$ cat src/rtl/register_file_mp_pkg.sv
// Shared defaults and helpers for the multi-port register file.
// Optional feature macro used elsewhere: RF_BYPASS_EN (write-first reads).
package rf_pkg;

    localparam int RF_AWIDTH = 5;
    localparam int RF_DWIDTH = 32;
    localparam int RF_NRD    = 2;
    localparam int RF_NWR    = 1;

    // Architectural zero register: never written, always reads 0.
    localparam int REG_ZERO  = 0;

    // Low bit of field idx in a flattened bus of width-bit fields.
    function automatic int slice_lo(input int idx, input int width);
        return idx * width;
    endfunction

endpackage

$ cat src/rtl/register_file_mp_if.sv
// Read/write/issue bus of the multi-port register file.
// The master drives requests; the slave (register file) returns read data and busy flags.
interface register_file_mp_if
    import rf_pkg::*;
#(
    parameter int AWIDTH = RF_AWIDTH,
    parameter int DWIDTH = RF_DWIDTH,
    parameter int NRD    = RF_NRD,
    parameter int NWR    = RF_NWR
);
    logic [NRD-1:0]        r_read_reg;
    logic [NRD*AWIDTH-1:0] r_addr_rs;
    logic [NRD*DWIDTH-1:0] r_data_out_rs;
    logic [NRD-1:0]        r_busy_rs;
    logic [NWR-1:0]        r_we;
    logic [NWR*AWIDTH-1:0] r_addr_rd;
    logic [NWR*DWIDTH-1:0] r_data_rd;
    logic                  r_issue;
    logic [AWIDTH-1:0]     r_issue_addr;

    modport master (
        output r_read_reg, r_addr_rs, r_we, r_addr_rd, r_data_rd, r_issue, r_issue_addr,
        input  r_data_out_rs, r_busy_rs
    );

    modport slave (
        input  r_read_reg, r_addr_rs, r_we, r_addr_rd, r_data_rd, r_issue, r_issue_addr,
        output r_data_out_rs, r_busy_rs
    );
endinterface

$ cat src/rtl/register_file_mp_scoreboard.sv
// rf_scoreboard: one pending bit per register, set on issue, cleared on write-back.
// With RF_BYPASS_EN a same-cycle write (without a competing issue) masks the busy flag.
module rf_scoreboard
    import rf_pkg::*;
#(
    parameter int AWIDTH = RF_AWIDTH,
    parameter int NRD    = RF_NRD,
    parameter int NWR    = RF_NWR
) (
    input  logic                  r_clk,
    input  logic                  r_rst,
    input  logic                  issue,
    input  logic [AWIDTH-1:0]     issue_addr,
    input  logic [NWR-1:0]        we,
    input  logic [NWR*AWIDTH-1:0] addr_rd,
    input  logic [NRD*AWIDTH-1:0] addr_rs,
    output logic [NRD-1:0]        busy_rs
);
    localparam int DEPTH = 2 ** AWIDTH;

    logic [DEPTH-1:0] pending_reg;
    logic [DEPTH-1:0] pending_next;

    // Clear on write-back first, then set on issue so a new writer supersedes the old one.
    always_comb begin
        pending_next = pending_reg;
        for (int j = 0; j < NWR; j++) begin
            if (we[j]) begin
                pending_next[addr_rd[slice_lo(j, AWIDTH) +: AWIDTH]] = 1'b0;
            end
        end
        if (issue) begin
            pending_next[issue_addr] = 1'b1;
        end
        pending_next[REG_ZERO] = 1'b0;
    end

    // Pending vector state; reset discards all outstanding issues.
    always_ff @(posedge r_clk or negedge r_rst) begin
        if (!r_rst) begin
            pending_reg <= '0;
        end else begin
            pending_reg <= pending_next;
        end
    end

    genvar gi;
    generate
        for (gi = 0; gi < NRD; gi++) begin : g_busy
            logic [AWIDTH-1:0] ra;
            assign ra = addr_rs[slice_lo(gi, AWIDTH) +: AWIDTH];
`ifdef RF_BYPASS_EN
            logic wr_hit;
            logic iss_hit;

            // Any write port retiring this read address in the current cycle.
            always_comb begin
                wr_hit = 1'b0;
                for (int j = 0; j < NWR; j++) begin
                    if (we[j] && addr_rd[slice_lo(j, AWIDTH) +: AWIDTH] == ra) begin
                        wr_hit = 1'b1;
                    end
                end
            end

            assign iss_hit     = issue && (issue_addr == ra);
            assign busy_rs[gi] = pending_reg[ra] && !(wr_hit && !iss_hit);
`else
            assign busy_rs[gi] = pending_reg[ra];
`endif
        end
    endgenerate

endmodule

$ cat src/rtl/register_file_mp.sv
// register_file_mp: NRD registered read ports, NWR write ports, register 0 hardwired to zero,
// plus an issue scoreboard for RAW hazard detection.
// Macro RF_BYPASS_EN: defined -> write-first reads; undefined -> read-first reads.
module register_file_mp
    import rf_pkg::*;
#(
    parameter int AWIDTH = RF_AWIDTH,
    parameter int DWIDTH = RF_DWIDTH,
    parameter int NRD    = RF_NRD,
    parameter int NWR    = RF_NWR
) (
    input  logic              r_clk,
    input  logic              r_rst,
    register_file_mp_if.slave bus
);
    localparam int DEPTH = 2 ** AWIDTH;
    localparam logic [AWIDTH-1:0] ZERO_ADDR = AWIDTH'(REG_ZERO);

    logic [AWIDTH-1:0] waddr   [NWR];
    logic [DWIDTH-1:0] wdata   [NWR];
    logic [DWIDTH-1:0] mem_reg [DEPTH];

    genvar gi;
    generate
        for (gi = 0; gi < NWR; gi++) begin : g_wr
            assign waddr[gi] = bus.r_addr_rd[slice_lo(gi, AWIDTH) +: AWIDTH];
            assign wdata[gi] = bus.r_data_rd[slice_lo(gi, DWIDTH) +: DWIDTH];
        end
    endgenerate

    // Array update: ports applied in ascending order so the highest index wins; entry 0 is never written.
    always_ff @(posedge r_clk or negedge r_rst) begin
        if (!r_rst) begin
            for (int i = 0; i < DEPTH; i++) begin
                mem_reg[i] <= '0;
            end
        end else begin
            for (int j = 0; j < NWR; j++) begin
                if (bus.r_we[j] && waddr[j] != ZERO_ADDR) begin
                    mem_reg[waddr[j]] <= wdata[j];
                end
            end
        end
    end

    generate
        for (gi = 0; gi < NRD; gi++) begin : g_rd
            logic [AWIDTH-1:0] raddr;
            logic [DWIDTH-1:0] rd_next;
            logic [DWIDTH-1:0] rd_reg;

            assign raddr = bus.r_addr_rs[slice_lo(gi, AWIDTH) +: AWIDTH];

            // Value captured by this read port at the next edge (hold when not enabled).
            always_comb begin
                rd_next = rd_reg;
                if (bus.r_read_reg[gi]) begin
                    rd_next = mem_reg[raddr];
`ifdef RF_BYPASS_EN
                    for (int j = 0; j < NWR; j++) begin
                        if (bus.r_we[j] && waddr[j] == raddr) begin
                            rd_next = wdata[j];
                        end
                    end
`endif
                    if (raddr == ZERO_ADDR) begin
                        rd_next = '0;
                    end
                end
            end

            // Registered read output.
            always_ff @(posedge r_clk or negedge r_rst) begin
                if (!r_rst) begin
                    rd_reg <= '0;
                end else begin
                    rd_reg <= rd_next;
                end
            end

            assign bus.r_data_out_rs[slice_lo(gi, DWIDTH) +: DWIDTH] = rd_reg;
        end
    endgenerate

    rf_scoreboard #(
        .AWIDTH (AWIDTH),
        .NRD    (NRD),
        .NWR    (NWR)
    ) u_scoreboard (
        .r_clk      (r_clk),
        .r_rst      (r_rst),
        .issue      (bus.r_issue),
        .issue_addr (bus.r_issue_addr),
        .we         (bus.r_we),
        .addr_rd    (bus.r_addr_rd),
        .addr_rs    (bus.r_addr_rs),
        .busy_rs    (bus.r_busy_rs)
    );

endmodule

$ cat src/flat_wrapper.sv
// flat-port wrapper written by rule: the top's interface ports become plain ports
module register_file_mp_flat import rf_pkg::*;
#(
    parameter int AWIDTH = RF_AWIDTH,
    parameter int DWIDTH = RF_DWIDTH,
    parameter int NRD    = RF_NRD,
    parameter int NWR    = RF_NWR
)
  (r_clk, r_rst, bus_r_read_reg, bus_r_addr_rs, bus_r_we, bus_r_addr_rd, bus_r_data_rd, bus_r_issue, bus_r_issue_addr, bus_r_data_out_rs, bus_r_busy_rs);
  register_file_mp_if #(.AWIDTH(AWIDTH), .DWIDTH(DWIDTH), .NRD(NRD), .NWR(NWR)) bus_i ();
  input  logic r_clk;
  input  logic r_rst;
  input wire logic [$bits(bus_i.r_read_reg)-1:0] bus_r_read_reg;
  input wire logic [$bits(bus_i.r_addr_rs)-1:0] bus_r_addr_rs;
  input wire logic [$bits(bus_i.r_we)-1:0] bus_r_we;
  input wire logic [$bits(bus_i.r_addr_rd)-1:0] bus_r_addr_rd;
  input wire logic [$bits(bus_i.r_data_rd)-1:0] bus_r_data_rd;
  input wire logic [$bits(bus_i.r_issue)-1:0] bus_r_issue;
  input wire logic [$bits(bus_i.r_issue_addr)-1:0] bus_r_issue_addr;
  output wire logic [$bits(bus_i.r_data_out_rs)-1:0] bus_r_data_out_rs;
  output wire logic [$bits(bus_i.r_busy_rs)-1:0] bus_r_busy_rs;
  assign bus_i.r_read_reg = bus_r_read_reg;
  assign bus_i.r_addr_rs = bus_r_addr_rs;
  assign bus_i.r_we = bus_r_we;
  assign bus_i.r_addr_rd = bus_r_addr_rd;
  assign bus_i.r_data_rd = bus_r_data_rd;
  assign bus_i.r_issue = bus_r_issue;
  assign bus_i.r_issue_addr = bus_r_issue_addr;
  assign bus_r_data_out_rs = bus_i.r_data_out_rs;
  assign bus_r_busy_rs = bus_i.r_busy_rs;
  register_file_mp #(.AWIDTH(AWIDTH), .DWIDTH(DWIDTH), .NRD(NRD), .NWR(NWR)) u_core (.r_clk(r_clk), .r_rst(r_rst), .bus(bus_i));
endmodule
$ cat config.mk
export PLATFORM = sky130hd
export DESIGN_NAME = register_file_mp_flat
export DESIGN_NICKNAME = d
export VERILOG_FILES = /design/src/rtl/register_file_mp_pkg.sv /design/src/rtl/register_file_mp_if.sv /design/src/rtl/register_file_mp_scoreboard.sv /design/src/rtl/register_file_mp.sv /design/src/flat_wrapper.sv
export SDC_FILE = /design/constraint.sdc
export NUM_CORES = 2
export LEC_CHECK = 0
export CORE_ASPECT_RATIO = 1.1
export CORE_MARGIN = 2
export CORE_UTILIZATION = 45
export DETAILED_ROUTE_END_ITERATION = 10
export PLACE_DENSITY = 0.65
export SKIP_LAST_GASP = 1
export SLEW_MARGIN = 40
export SYNTH_ARGS = -nofsm -noshare
export SYNTH_HDL_FRONTEND = slang
export SYNTH_SLANG_ARGS = --single-unit
$ cat constraint.sdc
create_clock -name r_clk -period 2.43 [get_ports r_clk]
set_clock_uncertainty 0.15 [all_clocks]
set_input_delay 0.486 -clock r_clk [delete_from_list [all_inputs] [get_ports r_clk]]
set_output_delay 0.486 -clock r_clk [all_outputs]
set_load 0.02 [all_outputs]
# --- Yosys cells after proc, flatten, opt, wreduce, memory -nomap -nowiden ---
# Index checks and enable logic that the tools add are counted.
totals:
  latchBits: 0
  word_cells: 79
  out_inout_bits: 66
  regBits: 1119
  memories: 0
  mem_bits_rw: 0
  mem_bits_ro: 0
  inputBits: 58
op_classes:
  n_shift: 0
  n_lt_le_gt_ge: 10
  n_div: 0
  reduce_logical: 7
  n_bitwise: 6
  multipliers: 0
  addsub: 0
  n_eq_ne: 0
  mux: 21
ops:
  columns: ["operator", "count"]
  rows:
  - ["1024-bit bitwise mux", 1]
  - ["32-bit binary-select mux with 5-bit select", 2]
  - ["32-bit 2-to-1 mux", 9]
  - ["32-bit demux with 5-bit select", 1]
  - ["32-bit AND", 1]
  - ["32-bit NOT", 1]
  - ["32-bit OR", 1]
  - ["5-bit by 6-bit less-than comparator with 1-bit output, second input constant", 4]
  - ["6-bit >= comparator, second input constant", 3]
  - ["5-bit NOT with 6-bit output", 3]
  - ["1-bit binary-select mux with 5-bit select", 2]
  - ["1-bit demux with 5-bit select", 2]
  - ["5-bit by 1-bit >= comparator with 1-bit output, second input constant", 2]
  - ["5-bit zero test", 2]
  - ["6-bit by 1-bit less-than comparator with 1-bit output, second input constant", 1]
  - ["5-bit nonzero test", 1]
  - ["1-bit logical AND", 4]
  - ["1-bit 2-to-1 mux", 4]

# --- Logic depth before layout (Yosys ltp) ---
depth:
  depth_word: 9
  depth_mapped: 8
  ltp_nobuf: 4

# --- By module ---
# From an unflattened synthesis, not the netlist that was laid out.
unflattened:
  cells_unflattened: 4213
  area_unflattened_um2: 58462.3
modules_own_cells:
  columns: ["mod", "n_inst", "cells_per_inst", "area_each_um2", "seq_area_each_um2"]
  rows:
  - ["register_file_mp", 1, 4021, 56616.8, 27226.1]
  - ["rf_scoreboard", 1, 192, 1845.5, 775.7]

# --- Least setup slack after synthesis ---
# OpenSTA, ideal clock, no wires.
synth_timing:
  kind: "input-to-output"
  from: "input port bus_r_addr_rs[6]"
  to: "output port bus_r_busy_rs[1]"
  stages: 7
  arrival_time_ps: 1976
  n_path_buf: 3
  slack_ps: -182
  required_time_ps: 1794
  cell_sequence: "buf_4 > buf_6 > buf_2 > mux2_2 > a221o_1 > a31oi_1 > a22oi_1"
synth_via:
  elab_chain_len: 2
synth_rtl:
  columns: ["element", "line", "source"]
  rows:
  - ["start, declared", "flat_wrapper.sv:14", "input wire logic [$bits(bus_i.r_addr_rs)-1:0] bus_r_addr_rs;"]
  - ["1-bit binary-select mux with 5-bit select", "register_file_mp_scoreboard.sv:69", "assign busy_rs[gi] = pending_reg[ra];"]
  - ["1-bit 2-to-1 mux (implied by the code)", "register_file_mp_scoreboard.sv:69", null]
  - ["end, declared", "flat_wrapper.sv:21", "output wire logic [$bits(bus_i.r_busy_rs)-1:0] bus_r_busy_rs;"]
# No other way between the ends. The select of a mux whose other input is x is not followed.

# --- Final worst setup path ---
layout_timing:
  from: "register u_core.u_scoreboard.pending_reg[23]"
  to: "output port bus_r_busy_rs[0]"
layout_via:
  elab_chain_len: 2
layout_rtl:
  columns: ["element", "line", "source"]
  rows:
  - ["start, declared", "register_file_mp_scoreboard.sv:21", "logic [DEPTH-1:0] pending_reg;"]
  - ["start signal, assigned", "register_file_mp_scoreboard.sv:43", "pending_reg <= pending_next;"]
  - ["1-bit binary-select mux with 5-bit select", "register_file_mp_scoreboard.sv:69", null]
  - ["1-bit 2-to-1 mux (implied by the code)", "register_file_mp_scoreboard.sv:69", null]
# No other way between the ends. The select of a mux whose other input is x is not followed.

==> flow_summary.ini <==
[route]
wl_um = 199200
vias = 40390
drc_errors = 0
via_per_inst = 6.487
detail-route-antenna-nets = 0
drt_iter0_markers = 3881
routedWlPerCell_um = 31.99
drt_pass1_iterations = 5

[cts]
cts_sinks = 1119
post_cts_buffers = 0
cts_buffers = 117
clock_path_buffers = 3
clk_latency_ns = 0.74
cts.clk_slew.worst_paths_ns = 0.06
cts_tree = yes
clockRootBuffer = clkbuf_16
htree_levels = 3

[synthesis]
synth_mux_area_share_pct = 39.07
syn_inst = 4201
synth-xor-area-share_pct = 0
ys.flop_type = dfrtp_1
synth_edf_count = 0
synthAdderAreaFrac_pct = 0
synthesis.nets = 4259
syn_area_per_cell_um2 = 14.13
synth_top_family_by_area = multiplexers
yosysWarningCount = 0
synth.distinct_cells = 55
synth-compound-area-share_pct = 5.687
syn_area_um2 = 59380
ys_seq_elements = 1119
async_reset_ff_share_pct = 100.0
synth_simple_gate_area_share_pct = 3.862
yosysSeqAreaShare_pct = 47.16

[global_routing]
grt_pass1_vias = 41040
grt_max_degree = 125
grt_pass1_wl_um = 290900
grt_use_total_pct = 29.75
antenna_found_initial = 6
overflow = 0

[setup_path]
worstPathMaxFanout = 3
critPathCaptureType = primary output
worstPathRequired_ns = 1.79
criticalPathCategory = reg2out
startpoint_type = flop
crit_arrival_ns = 2.46

[sta]
relSlewSlack_pct = 50.62
setup_violations = 2
hold_viol_final = 0
rsz0062_at_grt = yes
hold_ws_ns = 0.05178
worstMarginPinSlew_ns = 0.7406
fmax_ghz = 0.3229
period_needed_ns = 3.097
slew_violations = 0
worst_slack_ns = -0.6666
fin_crit_sh_pct = 127.4

[cells_and_area]
syn2layout_area_growth_pct = 17.19
final_area_um2 = 69590
largest_register_ffs = 1024
drive_gt1_share_pct = 46.10
layout_common_cells = dfrtp_1 (1,119), mux2_2 (1,039), mux4_2 (371)
num-fill-cells = 10990
layout_commonest_cell = dfrtp_1
num-nets-final = 4428

[power]
p_per_area_nw_per_um2 = 788.5
ir_drop_uv = 620.8
p_leak_nw = 30.80
p_total_mw = 54.87

[placement]
place_area_um2 = 65750
place_hpwl_um = 128900
place_ws_ns = -0.9301
numPortBuffers = 123
place_congestion = 0.8761

[die]
dieArea_um2 = 134900
fp.dieW_um = 350.4
start_util_pct = 45.40
io_pins = 124
rows = 139
core_area_um2 = 130800
die-height_um = 385.0

[hold_path]
hp-class = in2async

[flow_run]
cap_viol_max_count = 0

[status]
run_status = finished with violations
failed_checks = setup timing
-- critical path, stage by stage, from the launching register on --
cell,delay [ns]
dfrtp_1,0.41
mux4_2,0.49
mux4_2,0.50
nor2_4,0.12
a21oi_4,0.06
buf_6,0.15
-- through the flow --
step / utilization [%] / setup TNS (ns) / cells
final: 53.21 / -1.301 / 6227
after global routing: 53.21 / -1.399 / 6226
after CTS: 53.20 / -1.403 / 6226
after detailed placement: 50.27 / -187.71 / 6012
after global placement: 50.27 / -202.71 / 6012
after floorplan: - / -0.1711 / 4201
-- final cells by class --
type	count	area [µm²]	share of cell area, %
Multi-Input combinational cell	2595	29180	41.93
Inverter	29	108.9	0.1564
Antenna cell	1	2.502	0.003596
Tap cell	1762	2205	3.168
Sequential cell	1119	28000	40.24
Clock inverter	49	541.8	0.7785
Timing Repair Buffer	508	6200	8.909
Clock buffer	164	3347	4.810
-- layer usage --
layer / global-route usage, % / wire [µm] / vias up
met3: 4.526 / 14170 / 468
met1: 40.34 / 81260 / 21740
met4: 13.46 / 9698 / 6
met2: 47.45 / 94000 / 1769
li1: - / - / 16410
met5: 0 / 46 / -
-- where the power goes --
| group | total (mW) | switching [mW] | internal, mW |
|---|---|---|---|
| Sequential | 24.9 | 2.75 | 22.2 |
| Combinational | 11.5 | 4.77 | 6.69 |
| Clock | 18.5 | 7.85 | 10.6 |
| Total | 54.9 | 15.4 | 39.5 |
-- final timing paths --
check                                                     from                         to  slack, ns  cells past startpoint
hold / removal                                           r_rst        u_core.mem_reg[740]       0.05                      2
max in group asynchronous                                r_rst        u_core.mem_reg[841]       1.06                      3
setup / recovery           u_core.u_scoreboard.pending_reg[23]           bus_r_busy_rs[0]      -0.67                      5
setup reg to reg                           u_core.mem_reg[537]  u_core.g_rd[0].rd_reg[25]       0.56                      4
hold reg to reg                            u_core.mem_reg[993]        u_core.mem_reg[993]       0.25                      0
min in group r_clk                           bus_r_read_reg[0]  u_core.g_rd[0].rd_reg[22]       0.13                      3
-- kinds of logic after synthesis --
kind of cell / Yosys count
flip-flops: 1119
multiplexers: 1724
buffers and inverters: 487
AO/OA/AOI/OAI: 430
AND/OR/NAND/NOR: 441
-- Yosys cell counts (all sizes together) (2+ instances only) --
cell type,count,area (µm²)
and3,29,181.4
dfrtp,1119,28000
o22ai,38,237.7
or3,3,18.77
a32oi,26,227.7
o21ai,62,310.3
nand3b,8,60.06
a31oi,2,12.51
nor3b,10,75.07
a22o,46,402.9
a221oi,29,254.0
or2,4,25.02
a2111oi,4,35.03
mux2i,314,3143
mux2,1039,11700
nor4,32,200.2
nand2b,41,256.5
a21oi,2,10.01
nor3,33,165.2
and4b,5,50.05
and2,4,25.03
a211oi,2,15.01
nand3,41,205.2
a221o,30,300.3
o2111ai,25,219.0
mux4,371,8356
nor2,78,292.8
a211o,30,262.8
inv,28,105.1
o22a,56,490.5
or3b,3,26.28
a22oi,69,518.0
buf,214,1481
a2bb2oi,2,17.52
clkbuf,244,919.6
nand2,108,435.4
and3b,4,35.03
nor2b,37,231.5
-- repair_timing --
item | 4_1_cts | 5_1_grt
hold endpoints to repair | 540 | 0
endpoints found under the setup margin | 59 | 13
gates cloned | 0 | 0
resized for setup | 70 | 3
hold buffers | 1 | 0
pin swaps | 3 | 1
Power figures use the tool's default switching activity.
